### src/rtl/ps2_scan_ctrl.sv
// -----------------------------------------------------------------------------
// ps2_scan_ctrl
//
// Turns the raw byte stream of a PS/2 receiver into decoded key events and
// buffers them for the CPU in a first-word-fall-through event FIFO.
//
// The scanner tracks the E0 (extended) and F0 (break) prefixes. Receiver
// errors, keyboard overrun codes (00/FF), illegal prefix orders and stalled
// prefixes drop the sequence back to IDLE and raise a one-cycle seq_err.
//
// Parameters
//   DEPTH           event FIFO entries (power of 2, >= 2)
//   TIMEOUT_CYCLES  clk cycles allowed in a prefix state before abandoning it
//
// Ports
//   clk          system clock, rising edge
//   rst          synchronous reset, active-high
//   enable       1 = accept bytes; 0 = ignore byte_valid, force FSM to IDLE
//   byte_valid   one-cycle strobe: byte_data / byte_err valid
//   byte_data    received scan byte
//   byte_err     receiver parity/framing error, qualified by byte_valid
//   evt_valid    FIFO non-empty, head presented on evt_*
//   evt_ready    pop request; head removed when evt_valid & evt_ready
//   evt_code     head event scan code (0 while empty)
//   evt_ext      head event carried an E0 prefix
//   evt_brk      head event carried an F0 prefix (key release)
//   fifo_count   occupied FIFO entries, 0..DEPTH
//   seq_err      one-cycle pulse on any sequence error or timeout
//   overflow     sticky: an event was dropped because the FIFO was full
//   ovf_clr      clears overflow; a new overflow in the same cycle wins
// -----------------------------------------------------------------------------
module ps2_scan_ctrl #(
    parameter int DEPTH          = 8,
    parameter int TIMEOUT_CYCLES = 100000
) (
    input  logic                     clk,
    input  logic                     rst,
    input  logic                     enable,
    input  logic                     byte_valid,
    input  logic [7:0]               byte_data,
    input  logic                     byte_err,
    output logic                     evt_valid,
    input  logic                     evt_ready,
    output logic [7:0]               evt_code,
    output logic                     evt_ext,
    output logic                     evt_brk,
    output logic [$clog2(DEPTH):0]   fifo_count,
    output logic                     seq_err,
    output logic                     overflow,
    input  logic                     ovf_clr
);

    localparam int AW = $clog2(DEPTH);
    localparam int CW = AW + 1;
    localparam int TW = $clog2(TIMEOUT_CYCLES);

    localparam logic [7:0] CODE_E0 = 8'hE0;
    localparam logic [7:0] CODE_F0 = 8'hF0;

    typedef enum logic [1:0] {
        ST_IDLE,
        ST_GOT_E0,
        ST_GOT_F0,
        ST_GOT_E0F0
    } state_t;

    typedef struct packed {
        logic [7:0] code;
        logic       ext;
        logic       brk;
    } evt_t;

    // -------------------------------------------------------------------------
    // Scan-sequence FSM
    // -------------------------------------------------------------------------
    state_t          state, state_next;
    logic [TW-1:0]   tmo_cnt, tmo_cnt_next;
    logic            err_next;
    logic            emit;
    logic            emit_ext;
    logic            emit_brk;
    logic            byte_acc;
    logic            is_prefix;
    logic            is_overrun;

    assign byte_acc   = enable & byte_valid;
    assign is_prefix  = (byte_data == CODE_E0) || (byte_data == CODE_F0);
    assign is_overrun = (byte_data == 8'h00) || (byte_data == 8'hFF);

    always_comb begin
        // NOTE: every output of this block gets a default first so no path
        // through the if/case tree leaves a variable unassigned (no latches).
        state_next = state;
        err_next   = 1'b0;
        emit       = 1'b0;
        emit_ext   = 1'b0;
        emit_brk   = 1'b0;

        if (!enable) begin
            // Dropping enable abandons a prefix silently.
            state_next = ST_IDLE;
        end else if (byte_acc) begin
            if (byte_err || is_overrun) begin
                state_next = ST_IDLE;
                err_next   = 1'b1;
            end else begin
                unique case (state)
                    ST_IDLE: begin
                        if (byte_data == CODE_E0) begin
                            state_next = ST_GOT_E0;
                        end else if (byte_data == CODE_F0) begin
                            state_next = ST_GOT_F0;
                        end else begin
                            emit = 1'b1;
                        end
                    end
                    ST_GOT_E0: begin
                        // A repeated E0 is tolerated and keeps the state.
                        if (byte_data == CODE_F0) begin
                            state_next = ST_GOT_E0F0;
                        end else if (byte_data != CODE_E0) begin
                            emit       = 1'b1;
                            emit_ext   = 1'b1;
                            state_next = ST_IDLE;
                        end
                    end
                    ST_GOT_F0, ST_GOT_E0F0: begin
                        // After F0 only a plain scan code is legal.
                        state_next = ST_IDLE;
                        if (is_prefix) begin
                            err_next = 1'b1;
                        end else begin
                            emit     = 1'b1;
                            emit_ext = (state == ST_GOT_E0F0);
                            emit_brk = 1'b1;
                        end
                    end
                    default: state_next = ST_IDLE;
                endcase
            end
        end else if (state != ST_IDLE && tmo_cnt == TW'(TIMEOUT_CYCLES - 1)) begin
            // Stalled prefix; an arriving byte would have taken the branch above.
            state_next = ST_IDLE;
            err_next   = 1'b1;
        end

        // Counter only runs while a prefix is pending and restarts on each byte.
        if (byte_acc || state_next == ST_IDLE) begin
            tmo_cnt_next = '0;
        end else begin
            tmo_cnt_next = tmo_cnt + TW'(1);
        end
    end

    // -------------------------------------------------------------------------
    // Event FIFO (first-word-fall-through)
    // -------------------------------------------------------------------------
    evt_t            mem [DEPTH];
    evt_t            head;
    logic [AW-1:0]   wr_ptr, rd_ptr;
    logic [CW-1:0]   count;
    logic            fifo_empty, fifo_full;
    logic            push, pop, drop;

    assign fifo_empty = (count == '0);
    assign fifo_full  = (count == CW'(DEPTH));
    assign pop        = ~fifo_empty & evt_ready;
    // A full FIFO still accepts a push when the head leaves in the same cycle.
    assign push       = emit & (~fifo_full | pop);
    assign drop       = emit & fifo_full & ~pop;

    // NOTE: the storage array carries no reset; the occupancy count alone
    // says which entries are meaningful, and the outputs are masked when empty.
    always_ff @(posedge clk) begin
        if (push) begin
            mem[wr_ptr] <= '{code: byte_data, ext: emit_ext, brk: emit_brk};
        end
    end

    // NOTE: all state registers use non-blocking assignments so every flop
    // samples pre-edge values regardless of statement order.
    always_ff @(posedge clk) begin
        if (rst) begin
            state    <= ST_IDLE;
            tmo_cnt  <= '0;
            seq_err  <= 1'b0;
            wr_ptr   <= '0;
            rd_ptr   <= '0;
            count    <= '0;
            overflow <= 1'b0;
        end else begin
            state   <= state_next;
            tmo_cnt <= tmo_cnt_next;
            seq_err <= err_next;

            // Pointers wrap naturally because DEPTH is a power of two.
            if (push) begin
                wr_ptr <= wr_ptr + AW'(1);
            end
            if (pop) begin
                rd_ptr <= rd_ptr + AW'(1);
            end

            unique case ({push, pop})
                2'b10:   count <= count + CW'(1);
                2'b01:   count <= count - CW'(1);
                default: count <= count;
            endcase

            if (drop) begin
                overflow <= 1'b1;
            end else if (ovf_clr) begin
                overflow <= 1'b0;
            end
        end
    end

    assign head       = mem[rd_ptr];
    assign evt_valid  = ~fifo_empty;
    assign evt_code   = fifo_empty ? 8'h00 : head.code;
    assign evt_ext    = fifo_empty ? 1'b0  : head.ext;
    assign evt_brk    = fifo_empty ? 1'b0  : head.brk;
    assign fifo_count = count;

endmodule

### config.mk
export PLATFORM = sky130hd
export DESIGN_NAME = ps2_scan_ctrl
export DESIGN_NICKNAME = d
export VERILOG_FILES = /design/src/rtl/ps2_scan_ctrl.sv
export SDC_FILE = /design/constraint.sdc
export NUM_CORES = 1
export LEC_CHECK = 0
export CAP_MARGIN = 20
export CORE_MARGIN = 2
export CORE_UTILIZATION = 35
export CTS_BUF_LIST = sky130_fd_sc_hd__clkbuf_4
export DETAILED_ROUTE_END_ITERATION = 16
export PLACE_DENSITY = 0.61
export SYNTH_ARGS = -nofsm -noshare
export SYNTH_HDL_FRONTEND = slang
export SYNTH_SLANG_ARGS = --single-unit
### constraint.sdc
create_clock -name clk -period 3.75 [get_ports clk]
set_clock_uncertainty 0.05 [all_clocks]
set_input_delay 0.5625 -clock clk [delete_from_list [all_inputs] [get_ports clk]]
set_output_delay 0.5625 -clock clk [all_outputs]
set_load 0.005 [all_outputs]
==> run summary, run 1 <==
Internal power -> 2.02 mW
Avg WL per Cell -> 16.2 um
First-pass iteration count of the detailed router -> 4
Synth Area in Adders -> 1.76%
Top sig layer -> met4
Starting Density -> 35.7%
Register area -> 3080 sq um
GP Congestion -> 0.765
Die ar. -> 14,400 sq um
Synth top area share -> 51.1%
Unrepaired setup endpoints after global routing -> no
PD cells -> 511 nW/um^2
Crit-path leading delay family -> simple AND/OR/NAND/NOR gates
Cells after DPL -> 539
1st-iter DRT viols -> 204
CTS tree -> yes
Post-CTS Hold Fix Bufs -> 0
Crit path kind -> in -> reg
Initial antenna violation count -> 0
Worst hold start -> tmo_cnt[0]
Fin crit share -> 82.3%
Num rows -> 42
Tmin final -> 3090 ps
Vias in the first global route -> 2,872
CP cell instances -> clkdlybuf4s50_1, or4_4, o211ai_1, nand3_1, inv_1, ha_1, a21o_1, a21oi_1, nor3_1, mux2i_1, mux2_2
Synth Area in Compound Gates -> 2.50%
Vias post-DR -> 2,784
Synth Cell Area -> 4700 sq um
Critical Path AT -> 3430 ps
Crit end category -> register
Avg Synthesized Cell Area -> 14.6 sq um
WL met1 -> 4240 um
Post-synthesis mux area share -> 12.6%
Post-Synth Simple-Gate Area -> 12.2%
Crit path from -> byte_data[0]
Synth Area in XOR/XNOR -> 3.91%
Gate power share -> 23.6%
Met2 wire len -> 4570 um
Main combinational cell family by area after synthesis -> multiplexers
Most frequent cell after synthesis -> edfxtp_1
CTS resizes -> 0
Global-route wire length before repair -> 15,200 um
H-Tree Depth -> 4
Max Buffers Root-to-Sink -> 2
Switch share -> 29.4%
Placed cell area -> 5360 sq um
Die Wd -> 120 um
Clk pwr share -> 26.7%
Setup TNS -> 0 ps
TritonCTS Buffers -> 17
Drt drc -> 0
Post-DP HPWL -> 6020 um
Fmax -> 324 MHz
Root Driver -> clkbuf_4
Synth area leader -> edfxtp_1
Final net count -> 403
Worst-Skew Late Latency -> 500 ps
Clock Sinks -> 114
Max IR drop VDD -> 239 uV
Largest net degree at the start of global routing -> 21
Tot Pwr -> 2.86 mW
Slew Limit Fails -> 0
Asr flop ratio synth -> 0%
Worst Path Max Fanout -> 10
Area grow syn2layout -> 19.0%
Die H -> 120 um
Final ANT Viol Nets -> 0
Share of cells above drive strength 1 -> 20.8%
Core ar. -> 13,200 sq um
Synth area leaders -> edfxtp_1 51%, dfxtp_1 14%, mux4_2 9.6%, nor2_1 3.8%, mux2i_1 2.6%
Commonest cells post-synth -> 80 x edfxtp_1, 47 x nor2_1, 34 x dfxtp_1
Endpoints failing setup -> 0
Post-route insts no fill -> 571
Syn Inst Count -> 323
Total track usage -> 14.1%
CP max stage cell -> or4_4
Final Hold Fails -> 0
Synth Net Count -> 344
Outcome -> completed
Worst setup SP type -> input pin
Part of the Yosys area used for sequential elements -> 65.5%
Yosys reg bits -> 114
Synth warn -> 0
Fillers -> 1,204
Top FF cell, synth -> edfxtp_1
I/O pin total -> 32
MaxCap Viol Count -> 0
Slew HR -> 47.8%
DR vias/cell -> 4.88
ANT cells -> 0
Final Cell Area -> 5600 sq um
Sequential power share -> 49.8%
Met3 WL -> 347 um
Final WL -> 9230 um
Worst min path class -> reg -> reg
Sw Pwr -> 840 uW
Worst r2r src -> fifo_count[0]
Congestion Overflow GR -> 0
Post-synth EDFFs -> 80
Leak -> 1.84 nW
Reg clk slew, reported paths -> 100 ps
Critical Path Max Stage Delay -> 620 ps
Setup bufs post-CTS -> 0
Slew @ Worst Pin -> 782 ps
Multi-input logic area -> 1580 sq um
Port Buffers -> 31
Crit path required time -> 4090 ps
Yosys cell types -> 41
CP bufs+invs -> 2
layout make-up:
class                   count  area share [%]
clock buffers              17            2.28
flip-flops and latches    114            55.1
repair buffers             50            8.09
clock inverters            15            1.97
well taps                 176            3.94
multi-input cells         192            28.2
inverters                   7           0.470
through the flow:
step | setup slack, ps | hold WS [ps] | util (%)
2_1_floorplan | 531 | 363 | -
3_3_place_gp | 206 | 375 | 40.6
3_5_place_dp | 137 | 385 | 40.6
4_1_cts | 593 | 403 | 42.4
5_1_grt | 466 | 434 | 42.4
6_report | 663 | 393 | 42.4
metal layers:
metal,up-vias,track usage [%]
met5,-,0
met4,0,5.07
met3,7,4.04
met2,52,23.0
met1,1386,18.0
li1,1339,-
registers in the layout, summed over array words and instances, names as in the netlist, named ones only:
register,cells
rd_ptr,3
mem,80
fifo_count,4
seq_err,1
wr_ptr,3
state,2
overflow,1
tmo_cnt,17
kinds of logic (layout without fill, tap and decap cells):
| kind of cell | Yosys count | after routing |
|---|---|---|
| multiplexers | 34 | 34 |
| AO/OA/AOI/OAI | 17 | 17 |
| flip-flops | 114 | 114 |
| AND/OR/NAND/NOR | 114 | 114 |
| buffers and inverters | 17 | 89 |
| adder cells (fa/ha/maj) | 6 | 6 |
| XOR/XNOR | 21 | 21 |
power groups by stage:
stage / clock network, mW / registers, mW / logic [mW]
3_3_place_gp: 0 / 1.45 / 0.683
2_1_floorplan: 0 / 1.44 / 0.372
6_report: 0.762 / 1.42 / 0.674
4_1_cts: 0.784 / 1.42 / 0.695
5_1_grt: 0.839 / 1.43 / 0.747
3_5_place_dp: 0 / 1.45 / 0.692
cells in the final DEF (no fill, tap or decap), types with 2 or more instances in the layout:
cell type	count
a211oi_1	2
a21oi_1	7
and2_1	5
and3_1	4
and4_1	2
buf_4	19
clkbuf_4	17
clkdlybuf4s50_1	31
clkinv_2	5
clkinv_4	5
clkinvlp_4	2
dfxtp_1	34
edfxtp_1	80
ha_1	5
inv_1	7
inv_6	3
mux2_2	2
mux2i_1	12
mux4_2	20
nand2_1	19
nand2b_1	3
nand3_1	3
nand4_1	8
nor2_1	47
nor2b_1	3
nor3_1	4
nor3b_1	2
nor4_1	2
nor4_2	2
nor4b_2	2
o211ai_1	2
o32ai_1	2
or3_1	2
or4_4	2
xnor2_1	10
xor2_1	11
path summary, 6_finish.rpt:
path | endpoint | slack [ps] | depth (start not counted)
hold reg to reg | tmo_cnt[0] | 390 | 1
hold / removal | tmo_cnt[0] | 390 | 1
setup reg to reg | fifo_count[3] | 930 | 12
setup / recovery | fifo_count[3] | 660 | 11
Note: power is estimated with default switching activity, not from simulation.
==> run 2: changes to the inputs <==
PLACE_DENSITY = 0.63   (was 0.61)
clock period = 2.8 ns   (was 3.75 ns; I/O delays follow)
==> run summary, run 2 (same netlist as run 1, synthesis figures left out) <==
Clock Sinks -> 114 (unchanged)
RR Endpoint -> fifo_count[3] (unchanged)
Met1 usage -> 19.4% (was 18.0%)
Unrepaired setup endpoints after global routing -> no (unchanged)
Hold path cells -> 1 (unchanged)
Worst-Skew Late Latency -> 500 ps (about the same)
Reg clk slew, reported paths -> 110 ps (was 100 ps)
I/O pin total -> 32 (unchanged)
TritonCTS Buffers -> 17 (unchanged)
H-Tree Depth -> 4 (unchanged)
DR vias/cell -> 4.81 (was 4.88)
Slew @ Worst Pin -> 404 ps (was 782 ps)
First-pass iteration count of the detailed router -> 4 (unchanged)
Sw Pwr -> 1.14 mW (was 840 uW)
Most frequent cells in the layout -> 80 x edfxtp_1, 48 x buf_4, 47 x nor2_1 (was 80 x edfxtp_1, 47 x nor2_1, 34 x dfxtp_1)
Post-route insts no fill -> 603 (was 571)
Worst Path Max Fanout -> 10 (unchanged)
Switch share -> 27.7% (was 29.4%)
Initial antenna violation count -> 0 (unchanged)
Worst r2r src -> fifo_count[3] (was fifo_count[0])
Global-route wire length before repair -> 15,700 um (was 15,200 um)
Fillers -> 1,184 (was 1,204)
Internal power -> 2.98 mW (was 2.02 mW)
Worst Hold End -> mem[0][3] (was tmo_cnt[0])
Biggest register -> mem (unchanged)
FF-to-FF path depth -> 11 (was 12)
Largest net degree at the start of global routing -> 21 (unchanged)
Placed cell area -> 5570 sq um (was 5360 sq um)
PD cells -> 690 nW/um^2 (was 511 nW/um^2)
Crit path kind -> reg -> out (was in -> reg)
Total track usage -> 14.5% (was 14.1%)
GR Layer Usage met2 -> 23.0% (about the same)
Worst min path class -> in -> reg (was reg -> reg)
ANT cells -> 0 (unchanged)
Drt drc -> 0 (unchanged)
Cells after DPL -> 565 (was 539)
Starting Density -> 35.7% (unchanged)
Final Hold Fails -> 0 (unchanged)
Met3 Use GR -> 3.66% (was 4.04%)
Final ANT Viol Nets -> 0 (unchanged)
Critical Path AT -> 2200 ps (was 3430 ps)
Post-DP HPWL -> 6320 um (was 6020 um)
Fin crit share -> 95.3%
Slew HR -> 72.8% (was 47.8%)
Outcome -> completed (unchanged)
Die Wd -> 120 um (unchanged)
Root Driver -> clkbuf_4 (unchanged)
Max Buffers Root-to-Sink -> 2 (unchanged)
Fmax -> 375 MHz
Final net count -> 435 (was 403)
Congestion Overflow GR -> 0 (unchanged)
Final WL -> 9710 um (was 9230 um)
Most common cell after layout, fill and taps aside -> edfxtp_1 (unchanged)
Max IR drop VDD -> 267 uV (was 239 uV)
Gr busiest metal -> met2 (unchanged)
Worst hold start -> byte_data[1] (was tmo_cnt[0])
Avg WL per Cell -> 16.1 um (was 16.2 um)
CTS tree -> yes (unchanged)
Post-CTS Hold Fix Bufs -> 0 (unchanged)
Tmin final -> 2670 ps
Die H -> 120 um (unchanged)
Crit path required time -> 2330 ps (was 4090 ps)
Area grow syn2layout -> 26.8% (was 19.0%)
Vias post-DR -> 2,903 (was 2,784)
Port Buffers -> 31 (unchanged)
Reg2reg setup slack -> 310 ps (was 930 ps)
Endpoints failing setup -> 0 (unchanged)
GP Congestion -> 0.785 (was 0.765)
Gate power share -> 24.6% (was 23.6%)
Crit end category -> output port (was register)
Core ar. -> 13,200 sq um (unchanged)
1st-iter DRT viols -> 250 (was 204)
Num rows -> 42 (unchanged)
Sequential power share -> 46.6% (was 49.8%)
Tot Pwr -> 4.12 mW (was 2.86 mW)
Slew Limit Fails -> 0 (unchanged)
Worst setup SP type -> register (was input pin)
Share of cells above drive strength 1 -> 26.9% (was 20.8%)
Number of flip-flops in the largest register -> 80 (unchanged)
Die ar. -> 14,400 sq um (unchanged)
Leak -> 2.17 nW (was 1.84 nW)
Vias in the first global route -> 2,977 (was 2,872)
Final Cell Area -> 5960 sq um (was 5600 sq um)
MaxCap Viol Count -> 0 (unchanged)
Clk pwr share -> 28.8% (was 26.7%)
run 2: cell types whose count changed in the layout (fill, tap and decap cells not counted), moves of 4 or more:
| cell | change |
|---|---|
| dlymetal6s2s_1 | +9 |
| buf_4 | +29 |
| clkdlybuf4s50_1 | -11 |
| clkinv_2 | -4 |
run 2: worst max path at each step:
stage / endpoint / slack [ps]
2_1_floorplan: mem[5][0] / -2
3_3_place_gp: fifo_count[3] / -420
3_5_place_dp: fifo_count[3] / -440
4_1_cts: evt_code[6] / 9
5_1_grt: evt_code[4] / 1
6_report: evt_code[4] / 130
run 2: layout make-up:
type	count	area, sq um	share of cell area, %
Multi-Input combinational cell	192	1580	26.6
Tap cell	176	220	3.69
Clock inverter	13	139	2.33
Sequential cell	114	3090	51.8
Clock buffer	19	143	2.39
Timing Repair Buffer	82	763	12.8
Inverter	7	26.3	0.441
run 2: per-stage QoR:
step,setup slack (ps),hold WS (ps),TNS (ps),utilization (%)
after floorplan,-2.04,363,-20.4,-
after global placement,-415,376,-8420,42.2
after detailed placement,-443,386,-10240,42.2
after CTS,8.65,401,0,44.6
after global routing,1.26,246,0,45.2
final,130,291,0,45.2
run 2: worst max-delay path, cell delays in order, from the launching register on:
cell and delay, ps:
dfxtp_4 430, buf_12 160, buf_4 120, mux4_2 490, mux2i_2 170, nor2_1 70
dlygate4sd2_1 260
run 2: power groups by stage:
stage	registers (mW)	logic [mW]	clock network [mW]
2_1_floorplan	1.93	0.501	0
3_3_place_gp	1.94	0.988	0
3_5_place_dp	1.95	1.01	0
4_1_cts	1.92	1.02	1.22
5_1_grt	1.93	1.11	1.30
6_report	1.92	1.01	1.19
run 2: layer usage:
layer  vias up  part of all wire (%)
li1       1400                     -
met1      1430                    47
met2        64                    48
met3         9                   3.8
met4         0                   1.2
met5         -                     0
run 2: timing repair:
action,4_1_cts,5_1_grt
setup endpoints to repair,3,9
gates cloned,1,1
resized for setup,5,10
setup buffers,0,4
